### src/rtl/mem_access.sv
// Memory-access pipeline stage: issues byte/half/word loads and stores over a
// req/ack data port and registers the MEM/WB bundle for writeback.
module mem_access #(
  parameter int ADDR_WIDTH = 32,
  parameter int DATA_WIDTH = 32
) (
  input  logic                  clk,
  input  logic                  rst_n,
  input  logic                  ExMem_Valid,
  input  logic                  ExMem_MemRd,
  input  logic                  ExMem_MemWrt,
  input  logic [1:0]            ExMem_Size,
  input  logic                  ExMem_Unsigned,
  input  logic [DATA_WIDTH-1:0] ExMem_AluData,
  input  logic [DATA_WIDTH-1:0] ExMem_DataWrt,
  input  logic                  ExMem_WbSel,
  input  logic                  ExMem_RegWrt,
  input  logic [4:0]            ExMem_Rd,
  output logic                  Dmem_Req,
  output logic                  Dmem_We,
  output logic [ADDR_WIDTH-1:0] Dmem_Addr,
  output logic [DATA_WIDTH-1:0] Dmem_WData,
  output logic [3:0]            Dmem_Be,
  input  logic                  Dmem_Ack,
  input  logic [DATA_WIDTH-1:0] Dmem_RData,
  output logic                  Mem_Stall,
  output logic                  Mem_Misalign,
  output logic                  MemWb_Valid,
  output logic                  MemWb_WbSel,
  output logic                  MemWb_RegWrt,
  output logic [4:0]            MemWb_Rd,
  output logic [DATA_WIDTH-1:0] MemWb_AluData,
  output logic [DATA_WIDTH-1:0] MemWb_DataRd
);

  typedef enum logic {IDLE, BUSY} state_t;

  state_t                state_reg;
  logic                  wb_sel_reg;
  logic                  reg_wrt_reg;
  logic [4:0]            rd_reg;
  logic [DATA_WIDTH-1:0] alu_reg;
  logic [1:0]            size_reg;
  logic                  zext_reg;
  logic                  is_load_reg;
  logic [1:0]            addr_lo_reg;

  logic                  is_mem;
  logic                  aligned;
  logic [1:0]            addr_lo;
  logic [3:0]            be_store;
  logic [DATA_WIDTH-1:0] wdata_store;
  logic [DATA_WIDTH-1:0] lane;
  logic [DATA_WIDTH-1:0] load_data;

  assign addr_lo = ExMem_AluData[1:0];
  assign is_mem  = ExMem_Valid & (ExMem_MemRd | ExMem_MemWrt);

  always_comb begin
    aligned = 1'b0;
    case (ExMem_Size)
      2'b00:   aligned = 1'b1;
      2'b01:   aligned = ~addr_lo[0];
      2'b10:   aligned = (addr_lo == 2'b00);
      default: aligned = 1'b0;
    endcase
  end

  // Stall covers the accept cycle and every BUSY cycle until the ack arrives.
  assign Mem_Stall = rst_n & ((state_reg == IDLE) ? (is_mem & aligned) : ~Dmem_Ack);

  always_comb begin
    be_store    = 4'b1111;
    wdata_store = ExMem_DataWrt;
    case (ExMem_Size)
      2'b00: begin
        be_store    = 4'b0001 << addr_lo;
        wdata_store = {4{ExMem_DataWrt[7:0]}};
      end
      2'b01: begin
        be_store    = 4'b0011 << addr_lo;
        wdata_store = {2{ExMem_DataWrt[15:0]}};
      end
      default: ;
    endcase
  end

  assign lane = Dmem_RData >> {addr_lo_reg, 3'b000};

  always_comb begin
    load_data = lane;
    case (size_reg)
      2'b00:   load_data = {{24{~zext_reg & lane[7]}}, lane[7:0]};
      2'b01:   load_data = {{16{~zext_reg & lane[15]}}, lane[15:0]};
      default: ;
    endcase
  end

  always_ff @(posedge clk) begin
    if (!rst_n) begin
      state_reg     <= IDLE;
      Dmem_Req      <= 1'b0;
      Dmem_We       <= 1'b0;
      Dmem_Addr     <= '0;
      Dmem_WData    <= '0;
      Dmem_Be       <= 4'b0000;
      Mem_Misalign  <= 1'b0;
      MemWb_Valid   <= 1'b0;
      MemWb_WbSel   <= 1'b0;
      MemWb_RegWrt  <= 1'b0;
      MemWb_Rd      <= 5'd0;
      MemWb_AluData <= '0;
      MemWb_DataRd  <= '0;
      wb_sel_reg    <= 1'b0;
      reg_wrt_reg   <= 1'b0;
      rd_reg        <= 5'd0;
      alu_reg       <= '0;
      size_reg      <= 2'b00;
      zext_reg      <= 1'b0;
      is_load_reg   <= 1'b0;
      addr_lo_reg   <= 2'b00;
    end else begin
      Mem_Misalign <= 1'b0;
      case (state_reg)
        IDLE: begin
          if (is_mem && aligned) begin
            Dmem_Req    <= 1'b1;
            Dmem_We     <= ExMem_MemWrt;
            Dmem_Addr   <= {ExMem_AluData[ADDR_WIDTH-1:2], 2'b00};
            Dmem_Be     <= ExMem_MemWrt ? be_store : 4'b0000;
            Dmem_WData  <= ExMem_MemWrt ? wdata_store : '0;
            wb_sel_reg  <= ExMem_WbSel;
            reg_wrt_reg <= ExMem_RegWrt;
            rd_reg      <= ExMem_Rd;
            alu_reg     <= ExMem_AluData;
            size_reg    <= ExMem_Size;
            zext_reg    <= ExMem_Unsigned;
            is_load_reg <= ExMem_MemRd;
            addr_lo_reg <= addr_lo;
            MemWb_Valid <= 1'b0;
            state_reg   <= BUSY;
          end else begin
            // A memory op reaching here is misaligned or illegal: retire it
            // without a request and suppress its register write.
            MemWb_Valid   <= ExMem_Valid;
            MemWb_WbSel   <= ExMem_WbSel;
            MemWb_RegWrt  <= ExMem_RegWrt & ~is_mem;
            MemWb_Rd      <= ExMem_Rd;
            MemWb_AluData <= ExMem_AluData;
            MemWb_DataRd  <= '0;
            Mem_Misalign  <= is_mem;
          end
        end
        BUSY: begin
          if (Dmem_Ack) begin
            Dmem_Req      <= 1'b0;
            Dmem_Be       <= 4'b0000;
            MemWb_Valid   <= 1'b1;
            MemWb_WbSel   <= wb_sel_reg;
            MemWb_RegWrt  <= reg_wrt_reg;
            MemWb_Rd      <= rd_reg;
            MemWb_AluData <= alu_reg;
            MemWb_DataRd  <= is_load_reg ? load_data : '0;
            state_reg     <= IDLE;
          end else begin
            MemWb_Valid <= 1'b0;
          end
        end
        default: state_reg <= IDLE;
      endcase
    end
  end

endmodule

### config.mk
export PLATFORM = sky130hd
export DESIGN_NAME = mem_access
export DESIGN_NICKNAME = d
export VERILOG_FILES = /design/src/rtl/mem_access.sv
export SDC_FILE = /design/constraint.sdc
export NUM_CORES = 1
export LEC_CHECK = 0
export BUFFER_PORTS_ARGS = -buffer_cell sky130_fd_sc_hd__buf_2
export CORE_UTILIZATION = 49
export CTS_CLUSTER_DIAMETER = 30
export DETAILED_ROUTE_END_ITERATION = 7
export GPL_TIMING_DRIVEN = 0
export HOLD_SLACK_MARGIN = 0.02
export PLACE_DENSITY_LB_ADDON = 0.3
export SETUP_SLACK_MARGIN = 0.02
export SLEW_MARGIN = 20
export SYNTH_ARGS = -nofsm -noshare
export SYNTH_HDL_FRONTEND = slang
export SYNTH_SLANG_ARGS = --single-unit
export TNS_END_PERCENT = 50
### constraint.sdc
create_clock -name clk -period 2.4 [get_ports clk]
set_input_delay 0.24 -clock clk [delete_from_list [all_inputs] [get_ports clk]]
set_output_delay 0.24 -clock clk [all_outputs]
set_load 0.005 [all_outputs]
==> impl_metrics.py <==
metrics = {
    "setup_path": {
        "cp-start-kind": "register",
        "critPathKind": "reg -> out",
        "endpoint_kind": "primary output",
        "cp.arrival_ns": 1.99,
        "required_ns": 2.16,
        "critPathMaxFanout": 10,
    },
    "grt": {
        "track_usage_pct": 28.7,
        "met2_usage_pct": 44.7,
        "grt_pass1_wl_um": 32200,
        "met1_usage_pct": 36.6,
        "grt_busiest_layer": "met2",
        "overflow": 0,
        "antenna_found_initial": 0,
        "grt_use_met3_pct": 7.56,
        "grt_pass1_vias": 6208,
        "grt_max_degree": 17,
    },
    "floorplan": {
        "die-height_um": 120,
        "die_area_um2": 14300,
        "coreArea_um2": 13300,
        "die_x_um": 120,
        "num_rows": 42,
        "io_pins": 256,
        "start_util_pct": 50.7,
    },
    "power_and_ir_drop": {
        "clkPwrFrac_pct": 44.6,
        "comb_power_share_pct": 13.0,
        "ir_drop_v": 0.000496,
        "pwr-share-seq_pct": 42.4,
        "netSwitchingFraction_pct": 24.9,
        "p_leak_nw": 4.25,
        "cellInternalPower_mw": 4.89,
        "p_sw_mw": 1.62,
        "powerDensity_nw_per_um2": 734,
    },
    "logic_synthesis": {
        "synth_warnings": 0,
        "yosys_register_bits": 155,
        "synth_area_per_cell_um2": 9.15,
        "synth_edf_count": 0,
        "synthFlopType": "dfxtp_1",
        "synth_cell_types": 43,
        "synth_cells": 740,
        "synthesis.area_um2": 6770,
        "ys_seq_area_share_pct": 45.8,
        "async_reset_ff_share_pct": 0,
    },
    "layout": {
        "final_common_cell": "buf_2",
        "nets": 1121,
        "antennaDiodeCount": 0,
        "n_fill_cell": 1167,
        "layout_common_cells": "276 x buf_2, 155 x dfxtp_1, 121 x nand2_1",
        "drive_above_1_share_pct": 33.2,
        "syn2layout_area_growth_pct": 31.1,
        "layout.cells.non_filler": 1198,
        "multi_input_area_um2": 3330,
        "regArea_um2": 3100,
    },
    "clocking": {
        "hold_buffers": 0,
        "cts_root_buffer": "clkbuf_16",
        "post-cts-setup-buffers": 0,
        "postCtsResizedCells": 0,
        "clk_path_buf_depth": 2,
        "clock_sinks": 155,
        "cts_tree": "built",
        "path_clk_slew_ns": 0.06,
        "htree_levels": 4,
        "cts_buffers": 17,
        "insertion_delay_ns": 0.42,
    },
    "hold_path": {
        "hold_path_class": "in -> reg",
    },
    "routing": {
        "drtAntennaViolNets": 0,
        "avgViaCountPerCell": 5.60,
        "drt-total-wl_um": 20600,
        "drt-wirelength-per-cell_um": 17.2,
        "firstDrtPassIters": 5,
        "drc": 0,
        "route.vias.total": 6711,
        "first_iter_violations": 514,
    },
    "timing": {
        "rsz0062_at_grt": "no",
        "drv_slew": 0,
        "min_period_ns": 2.23,
        "relSlewSlack_pct": 41.4,
        "finalCritPeriodShare_pct": 92.9,
        "fin_skew_ns": 0.00663,
        "tightest_slew_ns": 0.875,
        "setup_violations": 0,
        "hold_viol": 0,
        "max_freq_mhz": 448,
        "fin_setup_tns_ns": 0,
    },
    "placed_design": {
        "gp_congestion": 0.921,
        "portBuffers": 249,
        "dp_cells": 1166,
        "hpwl_um": 15000,
    },
    "run_status": {
        "run_status": "completed",
    },
    "run": {
        "cap_violations": 0,
    },
}
==> cells in the mapped netlist (4+ instances only) <==
cell / instances / area [µm²]
a211o_1: 8 / 70.1
a21oi_1: 81 / 405
a221o_1: 8 / 80.1
buf_1: 7 / 26.3
buf_2: 27 / 135
clkbuf_1: 35 / 131
dfxtp_1: 155 / 3100
mux2_2: 16 / 180
mux2i_1: 69 / 691
nand2_1: 121 / 454
nand3_1: 55 / 275
nand3b_1: 7 / 52.6
nor2_1: 25 / 93.8
o211a_1: 40 / 400
o21ai_0: 15 / 75.1
o22ai_1: 4 / 25.0
o2bb2ai_1: 31 / 272
==> area by class of cell <==
type                    count  share of cell area, %
clock buffers              22                   5.34
inverters                   3                  0.127
flip-flops and latches    155                   35.0
plain buffers              74                   3.74
clock inverters            10                   1.83
repair buffers            249                   14.0
multi-input cells         509                   37.5
well taps                 176                   2.48
==> power by group through the flow <==
stage / clock [mW] / sequential, mW / combinational, mW
floorplan: 0 / 2.82 / 0.469
global placement: 0 / 2.81 / 0.827
detailed placement: 0 / 2.82 / 0.841
CTS: 2.90 / 2.76 / 0.846
global route: 3.04 / 2.77 / 0.928
finish: 2.90 / 2.76 / 0.848
==> cell families after synthesis <==
kind of cell | count (synthesis) | synth area share [%]
simple gates | 227 | 15.1
compound gates | 194 | 20.7
mux | 86 | 13.2
buf+inv | 77 | 5.07
other cells | 1 | 0.0554
flops | 155 | 45.8
==> through the flow <==
stage / hold WS [ns] / setup slack (ns) / util (%) / instance area, µm² / total power [mW]
2_1_floorplan: 0.376 / 0.721 / - / 6770 / 3.29
4_1_cts: 0.0577 / 0.162 / 66.5 / 8870 / 6.51
3_3_place_gp: 0.437 / 0.438 / 61.7 / 8240 / 3.64
6_report: 0.0593 / 0.170 / 66.5 / 8870 / 6.51
5_1_grt: 0.0546 / 0.0496 / 66.5 / 8870 / 6.74
3_5_place_dp: 0.441 / 0.426 / 61.7 / 8240 / 3.66
==> metal layers <==
| metal | vias up | routed length (µm) |
|---|---|---|
| li1 | 3183 | - |
| met1 | 3182 | 8870 |
| met2 | 289 | 9340 |
| met3 | 57 | 1600 |
| met4 | 0 | 765 |
| met5 | - | 0 |
==> worst max-delay path, cell delays in order, from the launching register on <==
cell and delay, ns:
dfxtp_1 0.31, buf_4 0.20, nand2b_1 0.07, buf_1 0.20, a21oi_2 0.36, buf_2 0.29, buf_2 0.15
==> path summary, 6_finish.rpt <==
check	start	endpoint	slack [ns]	cells after the start
worst max-delay path	state_reg	Mem_Stall	0.17	6
worst min register to register	Dmem_WData[21]	Dmem_WData[21]	0.45	2
worst min-delay path	ExMem_Rd[1]	rd_reg[1]	0.06	3
worst max register to register	state_reg	MemWb_DataRd[31]	0.40	6
Power figures use the tool's default switching activity.
